--- config.mk ---
export PLATFORM = sky130hd
export DESIGN_NAME = tlul_dev_to_simple
export DESIGN_NICKNAME = d
export VERILOG_FILES = /design/src/rtl/tlul_dev_adapter_pkg.sv /design/src/rtl/tlul_pkg.sv /design/src/rtl/tlul_dev_req_check.sv /design/src/rtl/tlul_dev_to_simple.sv
export SDC_FILE = /design/constraint.sdc
export NUM_CORES = 1
export LEC_CHECK = 0
export BUFFER_PORTS_ARGS = -buffer_cell sky130_fd_sc_hd__buf_2
export CAP_MARGIN = 30
export CORE_ASPECT_RATIO = 0.5
export CORE_UTILIZATION = 25
export CTS_BUF_LIST = sky130_fd_sc_hd__clkbuf_4
export DETAILED_ROUTE_END_ITERATION = 7
export GPL_TIMING_DRIVEN = 0
export PLACE_DENSITY_LB_ADDON = 0.15
export SYNTH_ARGS = -nofsm -noshare
export SYNTH_HDL_FRONTEND = slang
export SYNTH_SLANG_ARGS = --single-unit
--- constraint.sdc ---
create_clock -name clk_i -period 3.4 [get_ports clk_i]
set_input_delay 0.51 -clock clk_i [delete_from_list [all_inputs] [get_ports clk_i]]
set_output_delay 0.51 -clock clk_i [all_outputs]
set_load 0.005 [all_outputs]
--- src/rtl/tlul_dev_adapter_pkg.sv ---
// Shared types for the TL-UL device-side adapter: FSM states and the captured A-channel request.
package tlul_dev_adapter_pkg;

  typedef enum logic [1:0] {IDLE, DEV_REQ, DEV_WAIT, RSP} state_e;

  typedef struct packed {
    logic [2:0]  opcode;
    logic [7:0]  source;
    logic [1:0]  size;
    logic [31:0] addr;
    logic [3:0]  mask;
    logic [31:0] data;
  } req_hold_t;

  localparam logic [31:0] ERR_RDATA_DEFAULT = 32'hFFFF_FFFF;

endpackage

--- src/rtl/tlul_pkg.sv ---
// Minimal TL-UL bus types, opcodes and the 7-bit integrity fold shared by hosts and devices.
// The integrity code XOR-folds the covered bits into 7 lanes: bit i lands in lane i%7.
package tlul_pkg;

  localparam logic [2:0] PutFullData    = 3'h0;
  localparam logic [2:0] PutPartialData = 3'h1;
  localparam logic [2:0] Get            = 3'h4;
  localparam logic [2:0] AccessAck      = 3'h0;
  localparam logic [2:0] AccessAckData  = 3'h1;

  typedef struct packed {
    logic [6:0] cmd_intg;
    logic [6:0] data_intg;
  } tl_a_user_t;

  typedef struct packed {
    logic        a_valid;
    logic [2:0]  a_opcode;
    logic [2:0]  a_param;
    logic [1:0]  a_size;
    logic [7:0]  a_source;
    logic [31:0] a_address;
    logic [3:0]  a_mask;
    logic [31:0] a_data;
    tl_a_user_t  a_user;
    logic        d_ready;
  } tl_h2d_t;

  typedef struct packed {
    logic [6:0] rsp_intg;
    logic [6:0] data_intg;
  } tl_d_user_t;

  typedef struct packed {
    logic        d_valid;
    logic [2:0]  d_opcode;
    logic [2:0]  d_param;
    logic [1:0]  d_size;
    logic [7:0]  d_source;
    logic        d_sink;
    logic [31:0] d_data;
    tl_d_user_t  d_user;
    logic        d_error;
    logic        a_ready;
  } tl_d2h_t;

  localparam tl_d2h_t TL_D2H_DEFAULT = '0;

  function automatic logic [6:0] intg_fold(input logic [63:0] v);
    logic [69:0] tmp;
    logic [6:0]  r;
    tmp = {6'b0, v};
    r   = '0;
    for (int k = 0; k < 10; k++) begin
      r   = r ^ tmp[6:0];
      tmp = tmp >> 7;
    end
    return r;
  endfunction

  function automatic logic [6:0] cmd_intg_gen(input logic [2:0] opcode, input logic [3:0] mask,
                                              input logic [31:0] addr);
    return intg_fold({25'b0, opcode, mask, addr});
  endfunction

  function automatic logic [6:0] data_intg_gen(input logic [31:0] data);
    return intg_fold({32'b0, data});
  endfunction

  function automatic logic [6:0] rsp_intg_gen(input logic [2:0] opcode, input logic [1:0] size,
                                              input logic error);
    return intg_fold({58'b0, opcode, size, error});
  endfunction

endpackage

--- src/rtl/tlul_dev_req_check.sv ---
// Combinational TL-UL request legality check: opcode, size, alignment, mask lanes, read-only.
module tlul_dev_req_check
  import tlul_pkg::*;
#(
  parameter logic READ_ONLY = 1'b0
) (
  input  logic [2:0] i_opcode,
  input  logic [1:0] i_size,
  input  logic [1:0] i_addr_lsb,
  input  logic [3:0] i_mask,
  output logic       err_o
);
  logic       w_put;
  logic       w_bad_op;
  logic       w_misalign;
  logic       w_mask_bad;
  logic [3:0] w_lane;

  always_comb begin
    w_put    = (i_opcode == PutFullData) || (i_opcode == PutPartialData);
    w_bad_op = !w_put && (i_opcode != Get);
    case (i_size)
      2'd0:    w_lane = 4'b0001 << i_addr_lsb;
      2'd1:    w_lane = i_addr_lsb[1] ? 4'b1100 : 4'b0011;
      default: w_lane = 4'hF;
    endcase
    w_misalign = ((i_size == 2'd1) && i_addr_lsb[0]) || ((i_size == 2'd2) && (i_addr_lsb != 2'd0));
    // Full writes must cover the whole word; any write must stay inside its size/address lane.
    w_mask_bad = ((i_opcode == PutFullData) && (i_mask != 4'hF)) || (w_put && |(i_mask & ~w_lane));
    err_o      = w_bad_op || (i_size == 2'd3) || w_misalign || w_mask_bad || (w_put && READ_ONLY);
  end

endmodule

--- src/rtl/tlul_dev_to_simple.sv ---
// TL-UL device adapter: replays single-outstanding TL-UL requests onto a req/gnt/rvalid device port.
// Optional TLUL_DEV_INTG_CHECK_EN verifies A-channel integrity and flags failures on intg_err_o.
module tlul_dev_to_simple
  import tlul_pkg::*;
  import tlul_dev_adapter_pkg::*;
#(
  parameter logic        READ_ONLY = 1'b0,
  parameter logic [31:0] ERR_RDATA = ERR_RDATA_DEFAULT
) (
  input  logic        clk_i,
  input  logic        rst_i,
  input  tl_h2d_t     tl_i,
  output tl_d2h_t     tl_o,
  output logic        req_o,
  output logic        we_o,
  output logic [3:0]  be_o,
  output logic [31:0] addr_o,
  output logic [31:0] wdata_o,
  input  logic        gnt_i,
  input  logic        rvalid_i,
  input  logic [31:0] rdata_i,
  input  logic        err_i,
  output logic        intg_err_o
);
  state_e      r_state;
  state_e      w_state_nxt;
  req_hold_t   r_req;
  logic        r_lerr;
  logic        r_dev_err;
  logic [31:0] r_rdata;
  logic        w_chk_err;
  logic        w_intg_bad;
  logic        w_illegal;
  logic        w_accept;
  logic        w_held_put;
  logic        w_held_get;
  logic [2:0]  w_d_opcode;
  logic [31:0] w_d_data;
  logic        w_d_error;

  tlul_dev_req_check #(.READ_ONLY(READ_ONLY)) u_req_check (
    .i_opcode   (tl_i.a_opcode),
    .i_size     (tl_i.a_size),
    .i_addr_lsb (tl_i.a_address[1:0]),
    .i_mask     (tl_i.a_mask),
    .err_o      (w_chk_err)
  );

`ifdef TLUL_DEV_INTG_CHECK_EN
  logic r_intg_err;
  logic w_a_put;
  logic w_unused;

  assign w_a_put    = (tl_i.a_opcode == PutFullData) || (tl_i.a_opcode == PutPartialData);
  assign w_intg_bad = (tl_i.a_user.cmd_intg != cmd_intg_gen(tl_i.a_opcode, tl_i.a_mask, tl_i.a_address)) ||
                      (w_a_put && (tl_i.a_user.data_intg != data_intg_gen(tl_i.a_data)));
  assign intg_err_o = r_intg_err;
  assign w_unused   = ^tl_i.a_param;

  always_ff @(posedge clk_i or posedge rst_i) begin
    if (rst_i)                       r_intg_err <= 1'b0;
    else if (w_accept && w_intg_bad) r_intg_err <= 1'b1;
  end
`else
  logic w_unused;

  assign w_intg_bad = 1'b0;
  assign intg_err_o = 1'b0;
  assign w_unused   = ^{tl_i.a_param, tl_i.a_user};
`endif

  assign w_accept   = (r_state == IDLE) && tl_i.a_valid;
  assign w_illegal  = w_chk_err || w_intg_bad;
  assign w_held_put = (r_req.opcode == PutFullData) || (r_req.opcode == PutPartialData);
  assign w_held_get = (r_req.opcode == Get);

  always_ff @(posedge clk_i or posedge rst_i) begin
    if (rst_i) r_state <= IDLE;
    else       r_state <= w_state_nxt;
  end

  always_comb begin
    w_state_nxt = r_state;
    req_o       = 1'b0;
    we_o        = 1'b0;
    be_o        = '0;
    addr_o      = '0;
    wdata_o     = '0;
    case (r_state)
      IDLE: begin
        if (tl_i.a_valid) w_state_nxt = w_illegal ? RSP : DEV_REQ;
      end
      DEV_REQ: begin
        req_o   = 1'b1;
        we_o    = w_held_put;
        be_o    = w_held_put ? r_req.mask : 4'hF;
        addr_o  = {r_req.addr[31:2], 2'b00};
        wdata_o = w_held_put ? r_req.data : 32'h0;
        if (gnt_i) w_state_nxt = DEV_WAIT;
      end
      DEV_WAIT: begin
        if (rvalid_i) w_state_nxt = RSP;
      end
      RSP: begin
        if (tl_i.d_ready) w_state_nxt = IDLE;
      end
      default: w_state_nxt = IDLE;
    endcase
  end

  always_ff @(posedge clk_i or posedge rst_i) begin
    if (rst_i) begin
      r_req     <= '0;
      r_lerr    <= 1'b0;
      r_dev_err <= 1'b0;
      r_rdata   <= '0;
    end else begin
      if (w_accept) begin
        r_req.opcode <= tl_i.a_opcode;
        r_req.source <= tl_i.a_source;
        r_req.size   <= tl_i.a_size;
        r_req.addr   <= tl_i.a_address;
        r_req.mask   <= tl_i.a_mask;
        r_req.data   <= tl_i.a_data;
        r_lerr       <= w_illegal;
        r_dev_err    <= 1'b0;
        r_rdata      <= '0;
      end
      if ((r_state == DEV_WAIT) && rvalid_i) begin
        r_rdata   <= rdata_i;
        r_dev_err <= err_i;
      end
    end
  end

  assign w_d_opcode = w_held_get ? AccessAckData : AccessAck;
  assign w_d_error  = r_lerr || r_dev_err;
  assign w_d_data   = !w_held_get ? 32'h0 : (r_lerr ? ERR_RDATA : r_rdata);

  // a_ready is held low while reset is asserted, even though the state already reads IDLE.
  always_comb begin
    tl_o         = TL_D2H_DEFAULT;
    tl_o.a_ready = (r_state == IDLE) && !rst_i;
    if (r_state == RSP) begin
      tl_o.d_valid            = 1'b1;
      tl_o.d_opcode           = w_d_opcode;
      tl_o.d_size             = r_req.size;
      tl_o.d_source           = r_req.source;
      tl_o.d_data             = w_d_data;
      tl_o.d_error            = w_d_error;
      tl_o.d_user.rsp_intg    = rsp_intg_gen(w_d_opcode, r_req.size, w_d_error);
      tl_o.d_user.data_intg   = data_intg_gen(w_d_data);
    end
  end

`ifndef SYNTHESIS
  // A response still in flight across a reset is legal; only flag rvalid once a new request has gone out.
  logic r_fresh;

  always_ff @(posedge clk_i or posedge rst_i) begin
    if (rst_i)                  r_fresh <= 1'b1;
    else if (r_state != IDLE)   r_fresh <= 1'b0;
  end

  a_rvalid_only_in_wait: assert property (@(posedge clk_i) disable iff (rst_i)
    (rvalid_i && !r_fresh) |-> (r_state == DEV_WAIT));
`endif

endmodule

### After elaboration in Yosys (flattened, before gate mapping)

Cells that the tools add are included.

| cells by class | value |
|---|---|
| add/sub/neg operators | 0 |
| multiply operators | 0 |
| divide/modulo/power cells | 0 |
| order comparisons | 0 |
| eq/ne operators | 15 |
| shifts and indexed selects | 1 |
| multiplexer cells | 25 |
| bitwise gates (word level) | 6 |
| reduce and logical (&&, ||, !) cells | 26 |

Operators by type and width:

| kind | number |
|---|---|
| $mux W32 | 7 |
| $mux W47 | 1 |
| $xor A7 B7 Y7 | 3 |
| $mux W4 | 4 |
| $mux W10 | 1 |
| $mux W2 | 5 |
| $eq A2 B2 Y1 const B | 4 |
| $logic_and A1 B1 Y1 | 8 |
| $logic_or A1 B1 Y1 | 8 |
| $ne A2 B2 Y1 const B | 4 |
| $pmux W2 S4 | 1 |
| $pmux W4 S2 | 1 |
| $xor A7 B4 Y7 | 1 |
| $eq A3 B1 Y1 const B | 2 |
| $logic_not A3 Y1 | 2 |
| $mux W1 | 5 |
| $and A4 B4 Y4 | 1 |
| $eq A2 B1 Y1 const B | 2 |
| $logic_not A2 Y1 | 2 |
| $ne A4 B4 Y1 const B | 1 |
| $not A4 Y4 | 1 |
| $reduce_and A4 Y1 | 1 |
| $reduce_bool A2 Y1 | 2 |
| $reduce_or A4 Y1 | 1 |
| 4 further kinds | 5 |

| word-level totals | value |
|---|---|
| flip-flop bits (word level) | 117 |
| latch bits | 0 |
| bits in writable memories | 0 |
| bits in read-only memories | 0 |
| input bits | 137 |
| output and inout bits | 137 |
| logic and storage cells | 83 |
| memories kept | 0 |

### Longest topological paths before layout

Gate-level depths: netlist (run 1).

| depth | value |
|---|---|
| word-level depth | 11 |
| depth in mapped cells | 7 |
| gate-level depth less buffers | 6 |

### By module

Synthesis (run 1) repeated with hierarchy kept, for this count alone.

| unflattened totals | value |
|---|---|
| cells, all modules | 483 |
| area total of the unflattened synthesis | 5662.9 µm² |

By module, submodules not included:

| module | instances | cells an instance | area each (µm²) |
|---|---|---|---|
| tlul_dev_to_simple | 1 | 469 | 5570.3 |
| tlul_dev_req_check | 1 | 14 | 92.6 |

### Least setup slack after synthesis (run 1)

No wires, ideal clock.

| path | value |
|---|---|
| path type | flip-flop to output port |
| from | reg r_state[1] |
| to | out wdata_o[10] |
| arrival | 1.418 ns |
| required time | 2.890 ns |
| setup slack | 1.472 ns |
| cell stages (with the launch flop) | 6 |
| path buffers | 1 |
| cells stage by stage | dfrtp_1 > inv_1 > ha_1 > nor3b_2 > clkbuf_1 > and2_1 |

| between the ends | value |
|---|---|
| longest elaborated chain between the ends | 2 |

RTL lines:

| element | line | text |
|---|---|---|
| from (decl) | tlul_dev_to_simple.sv:25 | `state_e r_state;` |
| from (signal assigned) | tlul_dev_to_simple.sv:79 | `else r_state <= w_state_nxt;` |
| $eq A2 B1 Y1 | tlul_dev_to_simple.sv:89 | `case (r_state)` |
| $mux W32 | tlul_dev_to_simple.sv:89 |  |
| to (decl) | tlul_dev_to_simple.sv:18 | `output logic [31:0] wdata_o,` |

Every way passes these cells.

### Worst setup path in the final report (run 1)

| path | value |
|---|---|
| from | reg r_state[1] |
| to | out wdata_o[20] |

The elaborated chain is that of the path after synthesis.

==> results of run 1 <==
cell families after synthesis:
group	count (synthesis)
other	1
multiplexers	80
adder cells (fa/ha/maj)	5
AND/OR/NAND/NOR	94
flip-flops	115
buffers and inverters	54
AO/OA/AOI/OAI	86
XOR/XNOR	25
power groups by stage:
stage / Combinational [uW] / Sequential, uW / Clock [uW]
2_1_floorplan: 1970 / 2400 / 0
3_3_place_gp: 2780 / 2520 / 0
3_5_place_dp: 2810 / 2540 / 0
4_1_cts: 2830 / 2520 / 1020
5_1_grt: 3060 / 2610 / 1070
6_report: 2760 / 2520 / 959
metrics by stage:
step | worst slack [ps] | instances | cell area [um^2] | hold WS [ps] | power, uW
detailed placement | 666 | 1018 | 7330 | 485 | 5350
global route | 81.3 | 1050 | 7590 | 83.0 | 6740
floorplan | 1470 | 471 | 5670 | 467 | 4370
CTS | 79.5 | 1048 | 7590 | 77.1 | 6370
finish | 371 | 1050 | 7590 | 167 | 6240
global placement | 452 | 1015 | 7270 | 479 | 5300
per-layer routing:
metal | share of wire | track usage
met4 | 0.013 | 0.0490
met5 | 0 | 0
met3 | 0.054 | 0.0534
met1 | 0.44 | 0.178
met2 | 0.49 | 0.234
cells in the mapped netlist:
master / count / area (um^2)
dfrtp_1: 115 / 2880
o31ai_1: 1 / 7.51
nand2_1: 3 / 11.3
nor3_1: 1 / 5.00
a21oi_1: 3 / 15.0
o21ai_0: 2 / 10.0
ha_1: 5 / 62.6
and2_1: 73 / 457
mux2i_1: 1 / 10.0
nor2b_1: 1 / 6.26
a22o_1: 33 / 289
o221ai_1: 1 / 8.76
buf_1: 1 / 3.75
nor2_1: 6 / 22.5
inv_1: 7 / 26.3
o22ai_1: 1 / 6.26
o21a_1: 36 / 270
nand4_1: 2 / 12.5
a22oi_1: 1 / 7.51
buf_4: 16 / 120
nand2b_1: 2 / 12.5
nor3b_2: 4 / 50.1
o32a_1: 1 / 10.0
xnor2_1: 25 / 219
o31a_1: 4 / 35.0
conb_1: 1 / 3.75
buf_2: 17 / 85.1
a211o_1: 1 / 8.76
a31oi_1: 1 / 6.26
nor4b_2: 1 / 15.0
a21oi_2: 1 / 8.76
clkbuf_1: 13 / 48.8
or2_2: 1 / 6.26
mux2_2: 79 / 890
worst min-delay path by stage:
stage	from	end	cells past startpoint	slack, ps
2_1_floorplan	r_dev_err	r_dev_err	1	470
3_3_place_gp	r_req[14]	r_req[14]	1	480
3_5_place_dp	r_req[72]	r_req[72]	1	480
4_1_cts	tl_i[90]	r_req[77]	2	80
5_1_grt	tl_i[90]	r_req[77]	2	80
6_report	tl_i[90]	r_req[77]	2	170
repair_timing:
action                                  CTS  global route
hold endpoints to repair                  5             0
hold buffers                              1             0
resized for setup                         1             1
endpoints found under the setup margin   20            18
final cells by class:
type	instances	area [um^2]
Fill cell	2296	14300
Sequential cell	115	2880
Multi-Input combinational cell	302	2520
Timing Repair Buffer	248	1290
Tap cell	300	375
Buffer	47	258
Clock buffer	20	150
Clock inverter	9	91.3
Inverter	7	30.0
Antenna cell	2	5.00
flip-flops by register name, summed over array words and instances, names as in the netlist:
register	count
r_dev_err	1
r_lerr	1
r_req	79
r_rdata	32
r_state	2
cell usage in the layout (no fill, tap or decap), types with 4 or more instances in the layout:
| cell | synthesis | layout |
|---|---|---|
| a22o_1 | 33 | 33 |
| and2_1 | 73 | 73 |
| buf_2 | 17 | 261 |
| buf_4 | 16 | 16 |
| clkbuf_1 | 13 | 13 |
| clkbuf_4 | 0 | 20 |
| clkinv_2 | 0 | 4 |
| conb_1 | 1 | 12 |
| dfrtp_1 | 115 | 115 |
| ha_1 | 5 | 4 |
| inv_1 | 7 | 6 |
| mux2_2 | 79 | 79 |
| nor2_1 | 6 | 6 |
| o21a_1 | 36 | 36 |
| o31a_1 | 4 | 4 |
| xnor2_1 | 25 | 25 |
critical path, cell delays in order, from the launching register on:
cell and delay, ps:
dfrtp_1 420, inv_1 130, ha_2 360, nor3b_4 430
clkbuf_1 320, and2_1 190, buf_2 120
==> run metrics, run 1 <==
worst setup path end wdata_o[20]; P_sw approximately 2200 uW; first-pass GRT wire length 25100 um; Root Buffer clkbuf_4; IO buf count 244; Detailed Place HPWL ~12000 um; multiplexer share of the synthesized area 0.160; synth warn 0; WL final between 15000 and 20000 um; via count between 4000 and 5000; Distinct cells, synth 34; worst path arrival time between 2000 and 3000 ps; r2r worst-path depth 5; worst-case clock buffer depth 2; Final Skew around 16 ps; total negative slack 0 ps; number of global-route vias before repair 4470; part of the cycle the worst path needs 0.891; Routed Antenna Nets 0; Final Critical Period between 3000 and 4000 ps; XOR/XNOR share of the synthesized area 0.0389; GRT Resource Usage Total 0.144; Initial Util 0.257; htree depth 4; Mapped Avg Cell Area about 12 um^2; critical path peak fanout 10; Reg clk slew, reported paths around 110 ps; main combinational cell family by area after synthesis multiplexers; Final Hold Vio Count 0; DIE AREA between 0.02 and 0.025 mm^2; DR DRC count 0; Clk network pwr share 0.154; router iterations before antenna repair 4; WS Path Type register to primary output; Pint approximately 4000 uW; Sink Count around 120; pin count of the biggest net entering global routing 39; Iteration-0 DRC Markers slightly below 200; Crit Reg-Reg Startpoint r_state[0]; Final Net Count 880; area share of and/or/nand/nor cells after synthesis 0.106; post-CTS setup buffers 0; initial antenna violation count 2; Synth Instances 460; Sw Ratio 0.353; Core ar. about 0.022 mm^2; Layout area overhead 34.9%; Max Freq ~330 MHz; RSZ-0062 raised after global routing no; Chip Width approximately 210 um; Synth Area in Compound Gates 0.121; Seq pwr share 0.404; Slew Limit Fails 0; worst min path class input port to register; Post-Syn Area 0.00563 mm^2; Inserted Clock Buffers 17; Pwr per Cell Area ~820 mW/mm^2; Comb pwr share 0.443; status finished clean; Rel. slew slack 0.588; Reg-to-Reg End r_req[39]; Routed WL per cell ~16 um; Util after Layout 0.347; worst path required time 2890 ps; Tightest Pin Transition approximately 600 ps; CTS tree yes; total global routing overflow 0; R2R setup slack about 1400 ps; Critical Path Source r_state[1]; FF+latch count, synth about 120; Worst VDD drop between 0.0002 and 0.0003 V; clock latency on the worst-skew pair 560 ps; max-cap violations 0; Critical Path Start Type register; DIE HEIGHT between 100 and 150 um; leak pwr 0.00387 uW; layout cells sized above 1 0.527; Worst Setup End Kind primary output; top-level I/O count between 200 and 300; Post-Synth Adder-Cell Area 0.0111; Placer Congestion approximately 0.8; Vias per Instance around 4.3; sequential area share after synthesis 0.511; Setup violations, final 0; Cell Rows 38
Note: power is estimated with default switching activity, not from simulation.
==> run 2, diff against run 1 <==
--- a/config.mk
+++ b/config.mk
@@ -13,6 +13,7 @@
 export DETAILED_ROUTE_END_ITERATION = 7
 export GPL_TIMING_DRIVEN = 0
 export PLACE_DENSITY_LB_ADDON = 0.15
+export RECOVER_POWER = 100
 export SYNTH_ARGS = -nofsm -noshare
 export SYNTH_HDL_FRONTEND = slang
 export SYNTH_SLANG_ARGS = --single-unit
==> constraint.sdc (replaced) <==
create_clock -name clk_i -period 3.8 [get_ports clk_i]
set_input_delay 0.57 -clock clk_i [delete_from_list [all_inputs] [get_ports clk_i]]
set_output_delay 0.57 -clock clk_i [all_outputs]
set_load 0.005 [all_outputs]
==> run 2 against run 1 <==
The run now ends with max-capacitance violations, max-slew violations left. Cell count barely moved. Critical endpoint is now tl_o[41]. Via count fell by 1.0%. Worst setup slack improved by 24 ps. Non-clock buffer count fell by 2. Sequential share of layout area rose by 0.28 points. Critical path depth did not move. Utilization fell by 0.26 points. Sequential cell count did not move. Die area did not move. Count of clock-buffer cells in the layout fell by 2.
==> run metrics, run 2 (synthesis gave the netlist of run 1 again) <==
Final Critical Period ~3400 ps; Reg clk slew, reported paths around 120 ps; Setup violations, final 0; slack of the critical path a little under 400 ps; WL final 16600 um; worst path arrival time approximately 2800 ps; top-level I/O count 274; part of the cycle the worst path needs 0.896; status complete, but fails checks; CP cell instances ha_1 > inv_1 > nor4b_1 > clkbuf_1 > o21a_1 > buf_2; max-cap violations 1; Critical Path Start Type register; worst path required time around 3200 ps; biggest regs r_req x79, r_rdata x32, r_state x2; Layout area overhead 33.9%; first-pass GRT wire length about 25000 um; leak pwr between 0.003 and 0.004 uW; Vias per Instance approximately 4.2; number of global-route vias before repair 4459; total global routing overflow 0; Initial Util 0.257; Placer Congestion 0.767; router iterations before antenna repair 4; htree depth 4; Rel. slew slack -0.0498; Detailed Place HPWL ~12000 um; hold_ws approximately 230 ps; Reg with most FFs r_req; Cell Rows 38; IO buf count approximately 240; most frequent cells in the layout buf_2, dfrtp_1, mux2_2; layout cells sized above 1 0.437; Core ar. 0.0219 mm^2; GRT Resource Usage Total 0.144; DR DRC count 0; Place WS 995 ps; commonest non-fill, non-tap cell in the layout buf_2; PostCTS Resize Cnt 0; RSZ-0062 raised after global routing no; Pwr Total 5760 uW; Pwr per Cell Area approximately 760 mW/mm^2; Placed Area roughly 0.0073 mm^2; Max Freq roughly 300 MHz; Chip Width 214 um; pin count of the biggest net entering global routing 83; Iteration-0 DRC Markers 140; Final Net Count about 880; Inserted Clock Buffers 17; critical path peak fanout 11; Min-Delay Path Depth 2; Worst VDD drop 0.000241 V; Routed WL per cell about 16 um; Worst Setup End Kind primary output; total negative slack 0 ps; Crit path largest cell delay about 660 ps; Tightest Pin Transition 1570 ps; Routed Antenna Nets 0; Slew Limit Fails 35; CTS tree yes; DIE AREA 0.0232 mm^2; Final Hold Vio Count 0; worst-case clock buffer depth 2; Finished Cell Area about 0.0075 mm^2; initial antenna violation count 2; kind of cell adding the most delay to the critical path buffers and inverters; CP bufs+invs 3; Largest register FFs between 70 and 80; r2r worst-path depth 7; WS Path Type register to primary output; Root Buffer clkbuf_4; post-CTS setup buffers 0; via count around 4400; Final Skew 15.3 ps; worst min path class input port to register; slowest cell on the critical path nor4b_1; cell count along the critical path 6; DIE HEIGHT ~110 um; Sink Count 115; clock latency on the worst-skew pair around 560 ps; failing checks max-capacitance violations, max-slew violations
[run 2: changes by cell type in the layout (fill, tap and decap cells not counted), moves of 38 or more]
cell	before	now
and2_0	0	38
and2_1	73	35
buf_2	261	194
clkbuf_1	13	78
[run 2: final timing paths]
path	startpoint	endpoint	slack (ps)
setup / recovery	r_state[0]	tl_o[41]	400
hold / removal	tl_i[72]	r_req[57]	230
setup reg to reg	r_state[0]	r_rdata[9]	1520
hold reg to reg	r_req[29]	r_req[29]	510
max in group asynchronous	rst_i	r_req[43]	970
min in group asynchronous	rst_i	r_rdata[10]	930
[run 2: final cells by class]
class	count	area, um^2
clock buffers	18	135
inverters	7	27.5
flip-flops and latches	115	2880
repair buffers	246	1180
diodes	2	5.00
fillers	2320	14300
clock inverters	14	210
well taps	300	375
multi-input cells	302	2490
plain buffers	47	238
[run 2: metrics by stage]
stage                     utilization  std cells
after CTS                       0.350       1049
after detailed placement        0.334       1016
after global placement          0.332       1015
after floorplan                     -        471
final                           0.345       1051
after global routing            0.345       1050
[run 2: power by group]
group	internal [uW]	switching (uW)	leakage [uW]
clock network	592	519	0.000170
logic	1300	1100	0.00203
registers	1850	405	0.00139
[run 2: layer usage]
metal	vias to the layer above	track usage	part of all wire
met1	2196	0.175	0.44
met2	113	0.244	0.50
met5	-	0	0
li1	2120	-	-
met3	12	0.0478	0.049
met4	0	0.0413	0.011
[run 2: repair_timing]
item / 4_1_cts / 5_1_grt
setup endpoints to repair: 0 / 0
hold endpoints to repair: 33 / 0
hold buffers: 1 / 0
